File: src/rtl/lsu_pkg.sv
// Shared definitions for the byte-sequencing load/store unit: funct3 encodings,
// sequencer states and the access-width helper.
package lsu_pkg;

    localparam logic [2:0] F3_B  = 3'b000;
    localparam logic [2:0] F3_H  = 3'b001;
    localparam logic [2:0] F3_W  = 3'b010;
    localparam logic [2:0] F3_BU = 3'b100;
    localparam logic [2:0] F3_HU = 3'b101;

    typedef enum logic [1:0] {
        S_IDLE,
        S_ACCESS,
        S_LAST,
        S_RESP
    } state_t;

    // Number of single-byte memory accesses an op needs.
    function automatic logic [2:0] byte_count(input logic [2:0] funct3);
        case (funct3)
            F3_H, F3_HU: byte_count = 3'd2;
            F3_W:        byte_count = 3'd4;
            default:     byte_count = 3'd1;
        endcase
    endfunction

endpackage

File: src/rtl/lsu_load_extend.sv
// Sign/zero extension of little-endian assembled load bytes; shared with the
// writeback mux.
module lsu_load_extend
    import lsu_pkg::*;
(
    input  logic [2:0]  funct3,
    input  logic [31:0] asm_data,
    output logic [31:0] result
);

    always_comb begin
        result = asm_data;
        case (funct3)
            F3_B:    result = {{24{asm_data[7]}}, asm_data[7:0]};
            F3_H:    result = {{16{asm_data[15]}}, asm_data[15:0]};
            F3_BU:   result = {24'h0, asm_data[7:0]};
            F3_HU:   result = {16'h0, asm_data[15:0]};
            default: result = asm_data;
        endcase
    end

endmodule

File: src/rtl/lsu_byte_sequencer.sv
// Splits RV32 loads/stores into single-byte accesses to a byte-only memory and
// reassembles load data into one extended response.
module lsu_byte_sequencer
    import lsu_pkg::*;
#(
    parameter bit ERR_ON_MISALIGN = 1'b0
) (
    input  logic        clk,
    input  logic        reset,
    input  logic        req_valid,
    output logic        req_ready,
    input  logic        req_write,
    input  logic [2:0]  req_funct3,
    input  logic [31:0] req_addr,
    input  logic [31:0] req_wdata,
    output logic        resp_valid,
    output logic        resp_err,
    output logic [31:0] resp_rdata,
    output logic [31:0] mem_addr,
    output logic [31:0] mem_wdata,
    output logic        mem_write,
    output logic        mem_read,
    output logic [2:0]  mem_funct3,
    input  logic [31:0] mem_rdata
);

    state_t      state_q, state_d;
    logic [1:0]  cnt_q, cnt_d;
    logic        req_ready_q, req_ready_d;
    logic        resp_valid_q, resp_valid_d;
    logic        resp_err_q, resp_err_d;
    logic [31:0] resp_rdata_q, resp_rdata_d;
    logic [31:0] mem_addr_q, mem_addr_d;
    logic [31:0] mem_wdata_q, mem_wdata_d;
    logic        mem_write_q, mem_write_d;
    logic        mem_read_q, mem_read_d;

    logic        write_q, write_d;
    logic [2:0]  f3_q, f3_d;
    logic [31:0] addr_q, addr_d;
    logic [31:0] wdata_q, wdata_d;
    logic [31:0] rbytes_q, rbytes_d;

    logic [1:0]  last_idx;
    logic [31:0] asm_data;
    logic [31:0] ext_result;
    logic        req_legal;
    logic        req_misaligned;
    logic        unused_rdata;

    assign unused_rdata = ^mem_rdata[31:8];
    assign last_idx     = 2'(byte_count(f3_q) - 3'd1);

    assign req_legal = req_write ? (req_funct3 inside {F3_B, F3_H, F3_W})
                                 : (req_funct3 inside {F3_B, F3_H, F3_W, F3_BU, F3_HU});
    assign req_misaligned = ERR_ON_MISALIGN &&
        ((req_funct3[1:0] == 2'b01 && req_addr[0]) ||
         (req_funct3[1:0] == 2'b10 && req_addr[1:0] != 2'b00));

    // Memory read data is registered, so the final byte arrives during LAST.
    always_comb begin
        asm_data = rbytes_q;
        asm_data[{last_idx, 3'b000} +: 8] = mem_rdata[7:0];
    end

    lsu_load_extend u_extend (
        .funct3   (f3_q),
        .asm_data (asm_data),
        .result   (ext_result)
    );

    always_comb begin
        state_d      = state_q;
        cnt_d        = cnt_q;
        req_ready_d  = 1'b0;
        resp_valid_d = 1'b0;
        resp_err_d   = resp_err_q;
        resp_rdata_d = resp_rdata_q;
        mem_addr_d   = mem_addr_q;
        mem_wdata_d  = 32'h0;
        mem_write_d  = 1'b0;
        mem_read_d   = 1'b0;
        write_d      = write_q;
        f3_d         = f3_q;
        addr_d       = addr_q;
        wdata_d      = wdata_q;
        rbytes_d     = rbytes_q;
        case (state_q)
            S_IDLE: begin
                req_ready_d = 1'b1;
                if (req_valid && req_ready_q) begin
                    req_ready_d = 1'b0;
                    write_d     = req_write;
                    f3_d        = req_funct3;
                    addr_d      = req_addr;
                    wdata_d     = req_wdata;
                    rbytes_d    = 32'h0;
                    cnt_d       = 2'd0;
                    if (!req_legal || req_misaligned) begin
                        state_d      = S_RESP;
                        resp_valid_d = 1'b1;
                        resp_err_d   = 1'b1;
                    end else begin
                        state_d     = S_ACCESS;
                        mem_addr_d  = req_addr;
                        mem_read_d  = !req_write;
                        mem_write_d = req_write;
                        mem_wdata_d = {24'h0, req_wdata[7:0]};
                    end
                end
            end
            S_ACCESS: begin
                if (!write_q && cnt_q != 2'd0) begin
                    rbytes_d[{cnt_q - 2'd1, 3'b000} +: 8] = mem_rdata[7:0];
                end
                if (cnt_q == last_idx) begin
                    if (write_q) begin
                        state_d      = S_RESP;
                        resp_valid_d = 1'b1;
                        resp_err_d   = 1'b0;
                    end else begin
                        state_d = S_LAST;
                    end
                end else begin
                    cnt_d       = cnt_q + 2'd1;
                    mem_addr_d  = addr_q + {30'h0, cnt_d};
                    mem_read_d  = !write_q;
                    mem_write_d = write_q;
                    if (write_q) begin
                        mem_wdata_d = {24'h0, wdata_q[{cnt_d, 3'b000} +: 8]};
                    end
                end
            end
            S_LAST: begin
                state_d      = S_RESP;
                resp_valid_d = 1'b1;
                resp_err_d   = 1'b0;
                resp_rdata_d = ext_result;
            end
            S_RESP: begin
                state_d     = S_IDLE;
                req_ready_d = 1'b1;
                resp_err_d  = 1'b0;
            end
            default: state_d = S_IDLE;
        endcase
    end

    always_ff @(posedge clk or negedge reset) begin
        if (!reset) begin
            state_q      <= S_IDLE;
            cnt_q        <= 2'd0;
            req_ready_q  <= 1'b0;
            resp_valid_q <= 1'b0;
            resp_err_q   <= 1'b0;
            resp_rdata_q <= 32'h0;
            mem_addr_q   <= 32'h0;
            mem_wdata_q  <= 32'h0;
            mem_write_q  <= 1'b0;
            mem_read_q   <= 1'b0;
        end else begin
            state_q      <= state_d;
            cnt_q        <= cnt_d;
            req_ready_q  <= req_ready_d;
            resp_valid_q <= resp_valid_d;
            resp_err_q   <= resp_err_d;
            resp_rdata_q <= resp_rdata_d;
            mem_addr_q   <= mem_addr_d;
            mem_wdata_q  <= mem_wdata_d;
            mem_write_q  <= mem_write_d;
            mem_read_q   <= mem_read_d;
        end
    end

    // Request fields and partial load bytes are only consumed after an accept.
    always_ff @(posedge clk) begin
        write_q  <= write_d;
        f3_q     <= f3_d;
        addr_q   <= addr_d;
        wdata_q  <= wdata_d;
        rbytes_q <= rbytes_d;
    end

    assign req_ready  = req_ready_q;
    assign resp_valid = resp_valid_q;
    assign resp_err   = resp_err_q;
    assign resp_rdata = resp_rdata_q;
    assign mem_addr   = mem_addr_q;
    assign mem_wdata  = mem_wdata_q;
    assign mem_write  = mem_write_q;
    assign mem_read   = mem_read_q;
    assign mem_funct3 = F3_B;

endmodule

File: config.mk
export PLATFORM = sky130hd
export DESIGN_NAME = lsu_byte_sequencer
export DESIGN_NICKNAME = d
export VERILOG_FILES = /design/src/rtl/lsu_pkg.sv /design/src/rtl/lsu_load_extend.sv /design/src/rtl/lsu_byte_sequencer.sv
export SDC_FILE = /design/constraint.sdc
export NUM_CORES = 1
export LEC_CHECK = 0
export CAP_MARGIN = 0
export CELL_PAD_IN_SITES_DETAIL_PLACEMENT = 1
export CELL_PAD_IN_SITES_GLOBAL_PLACEMENT = 2
export CORE_MARGIN = 5
export CORE_UTILIZATION = 40
export CTS_BUF_LIST = sky130_fd_sc_hd__clkbuf_16
export DETAILED_ROUTE_END_ITERATION = 10
export DONT_BUFFER_PORTS = 1
export HOLD_SLACK_MARGIN = 0.08
export PLACE_DENSITY = 0.8
export SYNTH_ARGS = -nofsm -noshare
export SYNTH_HDL_FRONTEND = slang
export SYNTH_SLANG_ARGS = --single-unit
export TNS_END_PERCENT = 5
File: constraint.sdc
create_clock -name clk -period 5.8 [get_ports clk]
set_input_delay 1.45 -clock clk [delete_from_list [all_inputs] [get_ports clk]]
set_output_delay 1.45 -clock clk [all_outputs]
set_load 0.005 [all_outputs]
==> metrics, run 1 <==
MaxCap Viol Count=0; synth warn=0; Die W=about 160 um; DRT antenna net count=0; setup violators final=0; DRC=0; crit path DAT=approximately 3700 ps; Sequential Power Share=between 40% and 50%; Post-Layout Cell Count=around 1.1k; internal power=between 0.002 and 0.003 W; Setup CP Type=flip-flop to flip-flop; critical path, cell by cell=inv_1 -> ha_1 -> buf_4 -> and2b_2 -> o211a_1 -> nand3_1 -> buf_4 -> nand3b_1 -> o211ai_1; area grow syn2layout=7.28%; grt total ovfl=0; CP Max Fanout=30; flop2flop setup slack=between 2000 and 2500 ps; I/O pin count=around 210; H-tree depth=4; Initial Util=approximately 40%; Clock Latency Late Sink=~420 ps; vias in the first global route=approximately 6.4k; Worst setup EP type=flip-flop; Max-Slew Margin vs Limit=between 20% and 30%; Core Area=0.0218 sq mm; diode count=0; largest family of logic cells by synthesized area=simple AND/OR/NAND/NOR gates; placed insts=approximately 1k; CP required=6140 ps; period utilization=58.6%; CTS Buffer Depth=2; Fmax achieved=0.294 GHz; Setup Fix Bufs, Post-CTS=0; reg-to-reg startpoint=state_q[1]$_DFFE_PN0P_; Crit Reg-Reg Endpoint=mem_addr[23]$_DFFE_PN0P_; Storage cell area=slightly above 0.005 sq mm; Max Slew Vio Count=0; hold buffers post-CTS=0; global router's overall resource usage=a little under a fifth; clock network power share=between 20% and 30%; Static Leak=around 3.6 nW; Gate power share=roughly 32%; xor/xnor cell area share of the yosys netlist=between 2 and 2.5%; Adder-Cell Fraction of Synth Area=1.94%; buffer and inverter count on the worst path=3; pwr dens=a little under 500 mW/mm^2; final WL=between 20000 and 25000 um; Post-Syn Area=~0.0088 sq mm; most used cell along the critical path=buf_4; row cnt=54; cts repair resizes=0; total CTS buffers=17; simple-gate share of the synthesized area=~16%; Yosys cell types=67; compound-cell area share of the yosys netlist=between 10% and 20%; Multi-input gate area=~0.0034 sq mm; setup TNS=0 ps; Cells after Synth=778; Top Family by Delay on Critical Path=simple AND/OR/NAND/NOR gates; clk_skew=roughly 6.7 ps; GPL Wtd Cong=roughly 0.83; Fill cells=~2.3k; Vias=around 5.8k; critical path's largest stage delay=approximately 760 ps; detailed placement HPWL=16100 um; Post-synth EDFFs=100; Fin. Hold Viols=0; Wirelength per Cell=21.7 um; post-synthesis register bit count=181; initial detailed-routing violation count=roughly 300; RSZ-0062 raised after global routing=no; Synth Flop Type=edfxtp_1; largest net degree at the start of global routing=82; switching share of power=36.7%; Die H=~160 um; Clk pin slew, worst setup/hold paths=about 70 ps; status=finished, final reports clean; via/cell ratio=~5.5; post-synthesis mux area share=under 10%; worst reg-to-reg path cell count=9; worst hold path cell count=2; layout cells sized above 1=9.62%; CP max stage cell=nand3_1; CTS root buf=clkbuf_16; CTS sink cnt=about 180; post-layout net count=a little under 900; first-pass GRT wire length=35900 um; TritonCTS clock tree=done; initial antenna violation count=0; synthesized area per cell=roughly 11 sq um; first-pass iteration count of the detailed router=4; total die area=0.0250 sq mm; ys async rst share=44.8%; worst vdd ir=~0.21 mV; Sw Pwr=0.00171 W; Hold Startpoint=mem_addr[26]$_DFFE_PN0P_; Hold Path Class=flip-flop to flip-flop; Least-Margin Pin Slew=approximately 1200 ps; sequential fraction of the synthesis area=57.2%; minimum clock period=between 3000 and 4000 ps; Setup crit start kind=flip-flop; Buffers on Ports=0; WHS Endpoint=mem_addr[26]$_DFFE_PN0P_
-- through the flow --
step	hold WS [ps]	total power, W	utilization, %	setup slack, ps	area (sq um)
finish	519	0.00467	43.3	2400	9430
global route	544	0.00502	43.3	2090	9430
CTS	527	0.00475	43.3	2310	9430
detailed placement	513	0.00364	40.8	1950	8880
global placement	505	0.00354	40.8	2010	8880
floorplan	470	0.00322	-	2310	8880
-- layout by cell type, fill, tap and decap left out, types with 17 or more instances in the layout --
| master | count |
|---|---|
| nor2_1 | 81 |
| dfrtp_1 | 81 |
| nand2_1 | 79 |
| a21oi_1 | 80 |
| nor2b_1 | 33 |
| conb_1 | 27 |
| mux2i_1 | 21 |
| edfxtp_1 | 100 |
| clkbuf_16 | 17 |
| inv_1 | 22 |
| o21ai_0 | 35 |
-- how the worst max path moves through the flow --
stage                            from                        end  depth (start not counted)
2_1_floorplan               req_valid  rbytes_q[0]$_SDFFCE_PN0P_                          3
3_3_place_gp            req_funct3[0]   mem_addr[23]$_DFFE_PN0P_                          6
3_5_place_dp            req_funct3[0]   mem_addr[23]$_DFFE_PN0P_                          6
4_1_cts        state_q[1]$_DFFE_PN0P_   mem_addr[23]$_DFFE_PN0P_                          9
5_1_grt        state_q[1]$_DFFE_PN0P_   mem_addr[23]$_DFFE_PN0P_                          9
6_report       state_q[1]$_DFFE_PN0P_   mem_addr[23]$_DFFE_PN0P_                          9
-- kinds of logic after synthesis --
family | after synthesis
multiplexers | 43
adder cells (fa/ha/maj) | 13
XOR/XNOR | 21
AO/OA/AOI/OAI | 164
AND/OR/NAND/NOR | 272
flip-flops | 181
other | 1
buffers and inverters | 83
-- power by group through the flow --
stage | logic, W | registers (W) | clock network, W
final | 0.00150 | 0.00208 | 0.00109
after global routing | 0.00171 | 0.00213 | 0.00119
after CTS | 0.00153 | 0.00210 | 0.00112
after detailed placement | 0.00152 | 0.00212 | 0
after global placement | 0.00144 | 0.00210 | 0
after floorplan | 0.00122 | 0.00200 | 0
-- synthesized netlist by cell type, types with 7 or more instances --
cell type  count  area share [%]
inv_1         20            0.85
mux4_2         8             2.1
a21oi_1       80             4.6
nand2_1       79             3.4
nor3_1         8            0.46
xor2_1        16             1.6
mux2i_1       21             2.4
and3_1         7            0.50
o21ai_0       35             2.0
nor2b_1       33             2.3
ha_1          12             1.7
nand3_1       12            0.68
a22oi_1        7            0.60
dfrtp_1       81              23
mux2_2        14             1.8
o21ai_1        7            0.40
edfxtp_1     100              34
nand4_1       15             1.1
clkbuf_1      19            0.81
nor2_1        82             3.5
buf_4         31             2.6
-- sequential cells by signal, indices dropped and copies added (netlist names) --
| name | count |
|---|---|
| f3_q | 3 |
| addr_q | 32 |
| req_ready | 1 |
| state_q | 2 |
| mem_read | 1 |
| rbytes_q | 32 |
| wdata_q | 32 |
| mem_wdata | 8 |
| mem_addr | 32 |
| resp_valid | 1 |
| mem_write | 1 |
| resp_err | 1 |
| cnt_q | 2 |
| resp_rdata | 32 |
| write_q | 1 |
-- metal layers --
layer	part of all wire, %	vias up	track usage [%]
li1	-	2715	-
met1	38	2922	21.5
met2	53	144	33.0
met3	7.1	19	5.49
met4	1.2	0	5.73
met5	0	-	0
-- worst min-delay path: cells and delay by family, from the launching register on --
kind | cells | cell delay (ps)
compound gates | 1 | 50
flops | 1 | 360
simple gates | 1 | 70
-- final cells by class --
class                   instances  share of cell area, %
well taps                     280                   3.72
clock inverters                15                   1.26
multi-input cells             540                   35.8
flip-flops and latches        181                   53.4
repair buffers                  7                  0.558
inverters                      20                  0.796
clock buffers                  17                   4.51
(Power assumes the default switching activity.)
==> run 2, diff against run 1 <==
==> constraint.sdc (replaced) <==
create_clock -name clk -period 3.3 [get_ports clk]
set_input_delay 0.825 -clock clk [delete_from_list [all_inputs] [get_ports clk]]
set_output_delay 0.825 -clock clk [all_outputs]
set_load 0.005 [all_outputs]
==> metrics, run 2 (synthesis results as in run 1) <==
Worst setup EP type=flip-flop; Clk pin slew, worst setup/hold paths=70 ps (about the same); reg-to-reg startpoint=cnt_q[1]$_DFFE_PN0P_; area grow syn2layout=8.39%; initial antenna violation count=0 (unchanged); status=finished, final reports clean; CP required=3610 ps (-2530 ps); detailed placement HPWL=16600 um (+2.8%); CTS Buffer Depth=2 (unchanged); critical path, cell by cell=inv_1 -> ha_1 -> ha_1 -> a21oi_1 -> nor4_4 -> nand4_1 -> mux2i_1 -> a221o_1; Die W=158 um (unchanged); final WL=23600 um (+2.7%); Storage cell area=0.00503 sq mm (unchanged); pwr dens=876 mW/mm^2 (+77%); I/O pin count=207 (unchanged); TritonCTS clock tree=done; CP Max Fanout=10 (-67%); critical path's largest stage delay=560 ps (-200 ps); Die H=158 um (unchanged); Wirelength per Cell=22.1 um (+1.9%); Final Power=0.00834 W (+79%); Fmax achieved=0.349 GHz (+19%); Crit Reg-Reg Endpoint=mem_addr[29]$_DFFE_PN0P_; initial detailed-routing violation count=325 (+8.7%); largest net degree at the start of global routing=78 (-4.9%); minimum clock period=2870 ps (-533 ps); Vias=5880 (+1.4%); Least-Margin Pin Slew=1000 ps (-156 ps); row cnt=54 (unchanged); setup TNS=0 ps (unchanged); worst vdd ir=0.449 mV (+110%); layout cells sized above 1=10.5% (+0.92 points); total CTS buffers=17 (unchanged); first-pass GRT wire length=36800 um (+2.6%); Setup CP Type=flip-flop to flip-flop; Core Area=0.0218 sq mm (unchanged); first-pass iteration count of the detailed router=4 (unchanged); RSZ-0062 raised after global routing=no; Fin. Hold Viols=0 (unchanged); grt total ovfl=0 (unchanged); global router's overall resource usage=19.1% (+0.59 points); cts repair resizes=0 (unchanged); CP max stage cell=nor4_4; most used cell along the critical path=ha_1; Buffers on Ports=0 (unchanged); post-layout net count=891 (+0.91%); worst reg-to-reg path cell count=8 (-1); Clock Latency Late Sink=430 ps (about the same); Setup crit start kind=flip-flop; Initial Util=40.4% (unchanged); DRT antenna net count=0 (unchanged); Hold Path Class=input pin to async pin; commonest cells after routing, fill and taps aside=100 x edfxtp_1, 81 x nor2_1, 81 x dfrtp_1; period utilization=86.9% (+28 points); total die area=0.0250 sq mm (unchanged); DRC=0 (unchanged); flop2flop setup slack=430 ps (-1970 ps); CTS sink cnt=181 (unchanged); Multi-input gate area=0.00337 sq mm (unchanged); vias in the first global route=6339 (-1.5%); Fill cells=2353 (+0.73%); GPL Wtd Cong=0.820 (-0.88%); clk_skew=11.6 ps (+4.94 ps); CTS root buf=clkbuf_16; most common cell after layout, fill and taps aside=edfxtp_1; MaxCap Viol Count=0 (unchanged); Max Slew Vio Count=0 (unchanged); Static Leak=3.67 nW (+1.2%); diode count=0 (unchanged); setup violators final=0 (unchanged); H-tree depth=4 (unchanged); Max-Slew Margin vs Limit=32.5% (+9.9 points); crit path DAT=3180 ps (-560 ps); via/cell ratio=5.51 (+0.62%)
run 2: area by class of cell:
cell class	count	share of cell area (%)
clock buffers	17	4.47
clock inverters	15	1.41
multi-input cells	540	35.4
repair buffers	15	1.42
flip-flops and latches	181	52.8
well taps	280	3.68
inverters	20	0.788
run 2: timing repair:
action | in CTS | in global routing
buffers inserted | 0 | 0
endpoints found under the hold margin | 77 | 0
hold buffers | 2 | 0
run 2: per-layer routing:
layer / global-route usage, % / share of wire, % / vias to the layer above
li1: - / - / 2724
met2: 34.2 / 52 / 151
met4: 4.43 / 1.2 / 0
met5: 0 / 0 / -
met1: 22.5 / 40 / 2984
met3: 6.01 / 6.9 / 21
run 2: power by group:
group	switching (W)	internal, W	total, W	leakage (nW)
sequential	0.000506	0.00315	0.00366	1.90
combinational	0.00169	0.00105	0.00274	1.49
clock	0.000901	0.00104	0.00194	0.272
total	0.00310	0.00524	0.00834	3.67
run 2: metrics by stage:
step	hold WS (ps)	area [sq um]	instances	utilization [%]	worst slack [ps]
3_3_place_gp	505	8930	1034	41.0	532
4_1_cts	303	9520	1068	43.8	438
6_report	299	9520	1068	43.8	433
5_1_grt	299	9520	1068	43.8	264
3_5_place_dp	514	8930	1034	41.0	448
2_1_floorplan	470	8880	804	-	43.5
run 2: critical path: cells and delay by family (launching register included):
family,cells,cell delay (ps)
AND/OR/NAND/NOR,2,790
flip-flops,1,480
multiplexers,1,190
adder cells (fa/ha/maj),2,670
AO/OA/AOI/OAI,2,470
buffers and inverters,1,140
run 2: worst max-delay path by stage:
stage	startpoint	to	slack, ps
final	cnt_q[1]$_DFFE_PN0P_	mem_addr[29]$_DFFE_PN0P_	430
after floorplan	state_q[1]$_DFFE_PN0P_	rbytes_q[0]$_SDFFCE_PN0P_	40
after global routing	cnt_q[1]$_DFFE_PN0P_	mem_addr[26]$_DFFE_PN0P_	260
after detailed placement	cnt_q[1]$_DFFE_PN0P_	mem_addr[29]$_DFFE_PN0P_	450
after CTS	cnt_q[1]$_DFFE_PN0P_	mem_addr[29]$_DFFE_PN0P_	440
after global placement	cnt_q[1]$_DFFE_PN0P_	mem_addr[29]$_DFFE_PN0P_	530
